===== src/rtl/fsm_bin_palin_det_param.sv =====
// fsm_bin_palin_det_param: serial LEN-bit palindrome detector, framed or sliding window
module fsm_bin_palin_det_param #(
  parameter int LEN     = 5,
  parameter int OVERLAP = 0,
  parameter int CNT_W   = 8
) (
  input  logic             clk,
  input  logic             rst,
  input  logic             ser_in,
  input  logic             in_valid,
  input  logic             clr,
  output logic             det,
  output logic [LEN-1:0]   det_word,
  output logic [CNT_W-1:0] det_cnt,
  output logic             busy
);
  localparam int BW = $clog2(LEN);
  localparam logic [BW-1:0] LAST = BW'(LEN - 1);
  typedef enum logic {S_FILL, S_RUN} state_t;
  state_t         r_state;
  logic [BW-1:0]  r_bit_cnt;
  logic [LEN-2:0] r_shreg;
  logic [LEN-1:0] w_win;
  logic           w_pal;
  logic           w_hit;
  assign w_win = {r_shreg, ser_in};
  assign w_hit = in_valid && w_pal && (r_state == S_RUN || r_bit_cnt == LAST);
  assign busy  = r_state == S_FILL && r_bit_cnt != '0;
  // middle bit of an odd-length window never participates
  always_comb begin
    w_pal = 1'b1;
    for (int i = 0; i < LEN / 2; i++) w_pal = w_pal && (w_win[i] == w_win[LEN-1-i]);
  end
  always_ff @(posedge clk) begin
    if (!rst) begin
      r_state   <= S_FILL;
      r_bit_cnt <= '0;
      r_shreg   <= '0;
      det       <= 1'b0;
      det_word  <= '0;
      det_cnt   <= '0;
    end else if (clr) begin
      r_state   <= S_FILL;
      r_bit_cnt <= '0;
      r_shreg   <= '0;
      det       <= 1'b0;
      det_cnt   <= '0;
    end else begin
      det <= w_hit;
      if (in_valid) begin
        r_shreg <= w_win[LEN-2:0];
        if (r_state == S_FILL && r_bit_cnt == LAST) begin
          r_bit_cnt <= (OVERLAP != 0) ? LAST : '0;
          r_state   <= (OVERLAP != 0) ? S_RUN : S_FILL;
        end else if (r_state == S_FILL) begin
          r_bit_cnt <= r_bit_cnt + 1'b1;
        end
        if (w_hit) begin
          det_word <= w_win;
          det_cnt  <= (&det_cnt) ? det_cnt : det_cnt + 1'b1;
        end
      end
    end
  end
endmodule


===== config.mk =====
export PLATFORM = sky130hd
export DESIGN_NAME = fsm_bin_palin_det_param
export DESIGN_NICKNAME = d
export VERILOG_FILES = /design/src/rtl/fsm_bin_palin_det_param.sv
export SDC_FILE = /design/constraint.sdc
export NUM_CORES = 1
export LEC_CHECK = 0
export ABC_AREA = 1
export CORE_MARGIN = 4
export CORE_UTILIZATION = 50
export CTS_CLUSTER_SIZE = 40
export DETAILED_ROUTE_END_ITERATION = 10
export PLACE_DENSITY = 0.77
export SLEW_MARGIN = 20
export SYNTH_ARGS = -nofsm -noshare
export SYNTH_HDL_FRONTEND = slang
export SYNTH_SLANG_ARGS = --single-unit

===== constraint.sdc =====
create_clock -name clk -period 3.95 [get_ports clk]
set_input_delay 0.79 -clock clk [delete_from_list [all_inputs] [get_ports clk]]
set_output_delay 0.79 -clock clk [all_outputs]
set_load 0.01 [all_outputs]

# Word-level counts from Yosys, hierarchy flattened
# Cells that the tools add are included.
# word_totals
rom_bits,0
mem_count,0
register_bits,21
in_bits,5
ram_bits,0
word_cells,22
latchBits,0
# op_classes
div,0
n_addsub,2
n_bitwise,3
n_reduce_logical,8
n_eq_ne,3
mux,1
order_cmp,0
shifts,0
multipliers,0
# op_table
op,n
adder 8 x 1 -> 8 bit (second input constant),1
AND reduction 8 bit,1
AND reduction 3 bit,2
adder 3 x 1 -> 3 bit (second input constant),1
equality test 3 bit (second input constant),1
logical AND 1 bit,3
2-to-1 mux 3 bit,1
NOT 1 bit,3
nonzero test 3 bit,1
equality test 1 bit,2
OR reduction 2 bit,1

# Logic depth before layout (Yosys ltp)
# Gate-level depths: netlist of the first run.
# depth
ltp_word,5
ltp_mapped,10

# Worst setup path before layout of the first run
# OpenSTA, ideal clock, no wires.
# synth_path
kind,register -> output
start,register r_bit_cnt[0]
end,output port busy
t_arrival_ns,0.895
path_stages_with_launch,5
n_path_buf,0
path_slack_ns,2.265
cell_sequence,dfxtp_1 -> inv_1 -> ha_1 -> inv_1 -> or2_2
# synth_via
elab_chain_len,1
# synth_lines
element,line,rtl
from (decl),21,logic [BW-1:0] r_bit_cnt;
from (signal assigned),53,r_bit_cnt <= (OVERLAP != 0) ? LAST : '0;
from (signal assigned),56,r_bit_cnt <= r_bit_cnt + 1'b1;
nonzero test 3 bit,28,assign busy = r_state == S_FILL && r_bit_cnt != '0;
to (decl),15,output logic busy
# No other way between the ends.

# Final worst setup path of the first run
# Ends and elaborated chain as after synthesis.

==> flow_summary_export.csv, run 1 <==
group,metric,value,unit
critical_path,crit_cells,5,
routing,vias,989,
critical_path,slowest_delay,480,ps
global_route,met3_usage,0.02493,
placed_design,hpwl,1567,um
routing,drt_first_iter_violations,24,
routing,wire_per_inst,9.707,um
flow_run,max-cap-violations,0,
logic_synthesis,ys_seq_elements,21,
critical_path,cp_max_fo,4,
logic_synthesis,synthCells,156,
logic_synthesis,yosysWarningCount,0,
power,p_leak,0.5476,nW
layout,fin_cells,205,
clock_tree,cts_buffer_depth,2,
critical_path,critPathTopFamily,"buffers and inverters",
critical_path,worstPathCellList,"inv_1 -> ha_1 -> inv_1 -> or2_2 -> clkdlybuf4s50_1",
clock_tree,cts_setup_buffers,0,
sta,max_freq,398.2,MHz
global_route,grt_max_degree,14,
layout,diodes,0,
die,start_util,0.5360,
critical_path,timing.rr.start,"r_bit_cnt[0]",
placed_design,gp_congestion,0.7962,
clock_tree,cts-buffers-inserted,3,
placed_design,dp_cells,201,
global_route,grt_pass1_wl,3525,um
clock_tree,htree_num_levels,1,
die,coreArea,1982,um2
logic_synthesis,netlist_area,1062,um2
routing,drcViolationCount,0,
clock_tree,clkLatencyLatePin,300,ps
global_route,use_met2,0.2802,
placed_design,portBuffers,19,
sta,setup_viol,0,
status,status,"complete, no violations",
logic_synthesis,synth_area_leaders,"dfxtp_1, nand2_1, inv_1, nor2_1, a21oi_1",
logic_synthesis,syn_nets,164,
logic_synthesis,syn_area_per_cell,6.809,um2
sta,final.setup.tns,0,ps
power,intPower,0.2632,mW
power,p_clk_frac,0.299,
routing,viasPerCell,4.824,
global_route,grt_use_total,0.1607,
power,power.density,261.8,nW/um2
power,power.switching,0.07949,mW
sta,skew,9.878,ps
die,die_w,54.09,um
critical_path,endpoint_kind,"primary output",
routing,drt_first_pass_iters,4,
critical_path,cp_data_required_time,3160,ps
sta,period_share,0.6358,
sta,rsz0062_at_grt,"no",
die,die_h,54.09,um
clock_tree,clock_sinks,21,
layout,regArea,420.4,um2
sta,hold_slack,503.1,ps
layout,syn2layout_area_growth,23.20,%
critical_path,cp-endpoint,"busy",
min_path,hold_class,"flip-flop to flip-flop",
critical_path,critPathBufInv,3,
critical_path,criticalPathCategory,"flip-flop to primary output",
sta,drv_slew,0,
power,sw_frac_of_total,0.2320,
layout,fin_area,1309,um2
placed_design,dpl-instance-area,1282,um2
routing,ant_nets,0,
sta,finalHoldViolCount,0,
critical_path,start_kind,"flip-flop",
die,dieArea,2926,um2
power,irDropWorstVdd,0.1846,mV
global_route,grt_pass1_vias,859,
global_route,grt_overflow,0,
critical_path,rrSetupSlack,2480,ps
die,rows,16,
clock_tree,cts_resized,0,
clock_tree,hold_buffers,0,
clock_tree,cts_tree,"done",
sta,worstMarginPinSlew,401.2,ps
sta,worst_slack,1439,ps
critical_path,slowest_stage,"clkdlybuf4s50_1",
clock_tree,cts.clk_slew.worst_paths,110,ps
sta,maxSlewHeadroom,0.7317,
power,pwr-share-seq,0.629,
critical_path,r2r_cells,10,
logic_synthesis,yosysUniqueCellTypes,21,
placed_design,pre_cts_ws,1567,ps
critical_path,cp_data_arrival_time,1720,ps
global_route,grt_antenna_before_repair,0,
routing,wirelength,1990,um
critical_path,r2r-end,"det_word[3]",
clock_tree,clock-root-buffer,"clkbuf_4",
global_route,met1_usage,0.2013,
layout,final_layout_size_suffix_gt1_frac,0.06742,
layout,multiInputGateArea,529.3,um2
layout,nNetsFinal,187,
layout,fillCellCount,179,
sta,period_minus_slack,2511,ps
power,comb_power_share,0.072,
critical_path,crit_path_frequent_cell,"inv_1",
logic_synthesis,yosysTopAreaCell,"dfxtp_1",
critical_path,worstSetupStartpoint,"r_bit_cnt[0]",
logic_synthesis,synth_top_area_frac,0.3958,
global_route,busiest_layer,"met2",
logic_synthesis,ys_seq_area_frac,0.3958,
die,io_pins,20,
-- worst reg2reg max path, delay by kind of cell (launching register included) --
family                     cells  cell delay [ps]
adders and majority gates      1              230
and+or+nand+nor                6              680
buffers and inverters          3              180
DFF                            1              350
-- cells by family (layout without fill, tap and decap cells) --
family | Yosys count | after routing | synth area share
flops | 21 | 21 | 0.3958
xor+xnor | 2 | 2 | 0.01649
fa+ha+maj | 3 | 3 | 0.03534
simple gates | 81 | 81 | 0.3498
buf+inv | 30 | 52 | 0.1060
compound gates | 19 | 19 | 0.09659
-- cells in the final DEF (no fill, tap or decap), drive strengths merged --
cell type / synthesis / routed
clkinv: 1 / 1
nor2: 21 / 21
o21ai: 5 / 5
clkdlybuf4s50: 0 / 19
xnor2: 1 / 1
dfxtp: 21 / 21
nand2: 41 / 41
nand3: 12 / 12
a21oi: 12 / 12
o211a: 1 / 1
a211oi: 1 / 1
inv: 28 / 28
clkbuf: 1 / 4
xor2: 1 / 1
ha: 3 / 3
or2: 2 / 2
nor3: 2 / 2
nand4: 3 / 3
-- registers in the layout (all words and copies together) (netlist names) --
signal	count
det	1
det_word	5
det_cnt	8
r_shreg	4
r_bit_cnt	3
-- cell usage after synthesis --
cell type  count
a211oi_1       1
a21oi_1       12
clkbuf_1       1
clkinv_1       1
dfxtp_1       21
ha_1           3
inv_1         28
nand2_1       38
nand2_2        2
nand2_4        1
nand3_1       10
nand3_2        2
nand4_1        3
nor2_1        19
nor2_4         2
nor3_1         2
o211a_1        1
o21ai_0        5
or2_2          2
xnor2_1        1
xor2_1         1
-- final cells by class --
| type | count | share of cell area |
|---|---|---|
| Clock buffer | 4 | 0.02008 |
| Inverter | 29 | 0.08317 |
| Multi-Input combinational cell | 105 | 0.4044 |
| Sequential cell | 21 | 0.3212 |
| Tap cell | 27 | 0.02581 |
| Timing Repair Buffer | 19 | 0.1453 |
-- worst min-delay path by stage --
stage	startpoint	to	slack (ps)	cells past startpoint
final	r_bit_cnt[1]	r_bit_cnt[1]	500	2
after detailed placement	r_bit_cnt[1]	r_bit_cnt[1]	500	2
after floorplan	r_bit_cnt[1]	r_bit_cnt[1]	460	2
after global placement	r_bit_cnt[1]	r_bit_cnt[1]	480	2
after global routing	det_word[1]	det_word[1]	550	4
after CTS	r_bit_cnt[1]	r_bit_cnt[1]	510	2
-- through the flow --
stage | util | power, mW
after floorplan | - | 0.2353
after global placement | 0.6471 | 0.2446
after detailed placement | 0.6471 | 0.2452
after CTS | 0.6604 | 0.3459
after global routing | 0.6604 | 0.3613
final | 0.6604 | 0.3427
-- metal layers --
| metal | part of all wire | vias up |
|---|---|---|
| met5 | 0 | - |
| met4 | 0.011 | 0 |
| met3 | 0.043 | 4 |
| met2 | 0.48 | 17 |
| met1 | 0.47 | 437 |
| li1 | - | 531 |
-- power by group through the flow --
stage / Sequential (mW) / Clock [mW] / Combinational, mW
2_1_floorplan: 0.220 / 0 / 0.0152
3_3_place_gp: 0.220 / 0 / 0.0243
3_5_place_dp: 0.220 / 0 / 0.0248
4_1_cts: 0.216 / 0.105 / 0.0249
5_1_grt: 0.216 / 0.117 / 0.0277
6_report: 0.216 / 0.102 / 0.0246
(Power assumes the default switching activity.)
==> run 2: changes to the inputs <==
Settings changed: CORE_UTILIZATION 50 to 45, PLACE_DENSITY 0.77 to 0.73.
Clock period 3.95 ns to 2.2 ns, I/O delays scaled along.
==> flow_summary_export.csv, run 2 (synthesized netlist as in run 1, its figures left out) <==
group,metric,value,unit
clock_tree,htree_num_levels,1,
power,power.switching,0.1486,mW
layout,nNetsFinal,188,
die,rows,17,
sta,worstMarginPinSlew,309.6,ps
sta,hold_slack,498.7,ps
sta,drv_slew,0,
critical_path,rrSetupSlack,720,ps
min_path,hold_depth,2,
placed_design,gp_congestion,0.7557,
die,io_pins,20,
global_route,grt_use_total,0.1499,
min_path,whs_endpoint,"r_bit_cnt[1]",
power,power.density,468.1,nW/um2
clock_tree,hold_buffers,0,
critical_path,endpoint_kind,"primary output",
critical_path,timing.rr.start,"det_cnt[0]",
clock_tree,cts.clk_slew.worst_paths,110,ps
sta,final.setup.tns,0,ps
layout,syn2layout_area_growth,24.62,%
critical_path,r2r-end,"det_cnt[2]",
layout,final_common_cell,"nand2_1",
clock_tree,cts_tree,"done",
layout,final_core_utilization,0.5927,
routing,viasPerCell,4.928,
power,intPower,0.4710,mW
global_route,grt_pass1_wl,3870,um
layout,max_flop_register,"det_cnt",
critical_path,start_kind,"flip-flop",
global_route,grt_overflow,0,
flow_run,max-cap-violations,0,
critical_path,cp_data_required_time,1760,ps
routing,drt_first_iter_violations,13,
critical_path,criticalPathCategory,"flip-flop to primary output",
clock_tree,cts-buffers-inserted,3,
critical_path,slowest_delay,350,ps
power,p_clk_frac,0.301,
placed_design,dp_cells,203,
clock_tree,cts_buffer_depth,2,
layout,largest_register_ffs,8,
routing,drt_first_pass_iters,4,
sta,max_freq,544.7,MHz
routing,vias,1020,
placed_design,dpl-instance-area,1291,um2
clock_tree,cts_resized,0,
routing,wirelength,2205,um
sta,setup_viol,0,
layout,fillCellCount,231,
critical_path,slowest_stage,"dfxtp_1",
placed_design,hpwl,1701,um
die,dieArea,3202,um2
min_path,hold_class,"flip-flop to flip-flop",
power,p_leak,0.5700,nW
power,pwr-share-seq,0.625,
layout,multiInputGateArea,531.8,um2
layout,fin_area,1324,um2
sta,skew,3.031,ps
sta,period_share,0.8345,
die,die_w,56.59,um
layout,final_cell_mix,"nand2_1, inv_1, dfxtp_1",
layout,final_layout_size_suffix_gt1_frac,0.08380,
layout,fin_cells,207,
layout,top_regs,"det_cnt (8), det_word (5), r_shreg (4)",
routing,ant_nets,0,
sta,finalHoldViolCount,0,
die,start_util,0.4756,
power,irDropWorstVdd,0.3359,mV
layout,diodes,0,
min_path,hp-start,"r_bit_cnt[1]",
global_route,grt_antenna_before_repair,0,
clock_tree,clkLatencyLatePin,310,ps
sta,maxSlewHeadroom,0.7921,
critical_path,cp_data_arrival_time,1400,ps
routing,wire_per_inst,10.65,um
critical_path,worstPathCellList,"inv_1 -> ha_2 -> inv_1 -> or2_2 -> dlymetal6s2s_1",
sta,period_minus_slack,1836,ps
power,sw_frac_of_total,0.2399,
critical_path,r2r_cells,8,
global_route,grt_max_degree,13,
clock_tree,clock_sinks,21,
placed_design,portBuffers,19,
clock_tree,clock-root-buffer,"clkbuf_4",
clock_tree,cts_setup_buffers,0,
critical_path,cp_max_fo,4,
layout,regArea,420.4,um2
routing,drcViolationCount,0,
sta,rsz0062_at_grt,"no",
status,status,"complete, no violations",
critical_path,crit_path_frequent_cell,"inv_1",
global_route,grt_pass1_vias,946,
die,coreArea,2233,um2
power,comb_power_share,0.073,
die,die_h,56.59,um
run 2: cell count changes in the layout (fill, tap and decap cells not counted):
| cell | delta |
|---|---|
| clkdlybuf4s50_1 | -1 |
| clkinv_2 | +1 |
| dlymetal6s2s_1 | +1 |
| ha_1 | -1 |
| clkbuf_1 | -1 |
| ha_2 | +1 |
| buf_4 | +1 |
run 2: worst max-delay path by stage:
stage,to,from
detailed placement,busy,r_bit_cnt[0]
floorplan,busy,r_bit_cnt[0]
global route,busy,r_bit_cnt[1]
global placement,busy,r_bit_cnt[0]
finish,busy,r_bit_cnt[0]
CTS,busy,r_bit_cnt[0]
run 2: metal layers:
layer | vias up | routed length (um) | track usage | share of wire
li1 | 531 | - | - | -
met1 | 471 | 982 | 0.1662 | 0.45
met2 | 13 | 1090 | 0.2756 | 0.49
met3 | 5 | 82 | 0.02069 | 0.037
met4 | 0 | 49 | 0.07119 | 0.022
met5 | - | 0 | 0 | 0
run 2: critical path: cells and delay by family (launching register included):
| kind | cells | cell delay [ps] |
|---|---|---|
| buf+inv | 3 | 280 |
| simple gates | 1 | 260 |
| fa+ha+maj | 1 | 200 |
| flops | 1 | 350 |
run 2: final cells by class:
cell class                 count  share of cell area
multi-input combinational    105              0.4017
tap                           28             0.02647
inverter                      29             0.08223
timing repair buffer          20              0.1512
sequential                    21              0.3176
clock inverter                 1            0.003781
clock buffer                   3             0.01701
run 2: stage by stage:
| stage | power (mW) | setup slack (ps) |
|---|---|---|
| floorplan | 0.4224 | 865.3 |
| global placement | 0.4400 | 406.3 |
| detailed placement | 0.4421 | 383.2 |
| CTS | 0.6290 | 19.69 |
| global route | 0.6514 | 288.7 |
| finish | 0.6197 | 364.2 |
run 2: power by group through the flow:
stage	Combinational, mW	Sequential [mW]	Clock, mW
2_1_floorplan	0.0272	0.395	0
3_3_place_gp	0.0444	0.396	0
3_5_place_dp	0.0460	0.396	0
4_1_cts	0.0461	0.387	0.195
5_1_grt	0.0514	0.388	0.212
6_report	0.0454	0.387	0.187
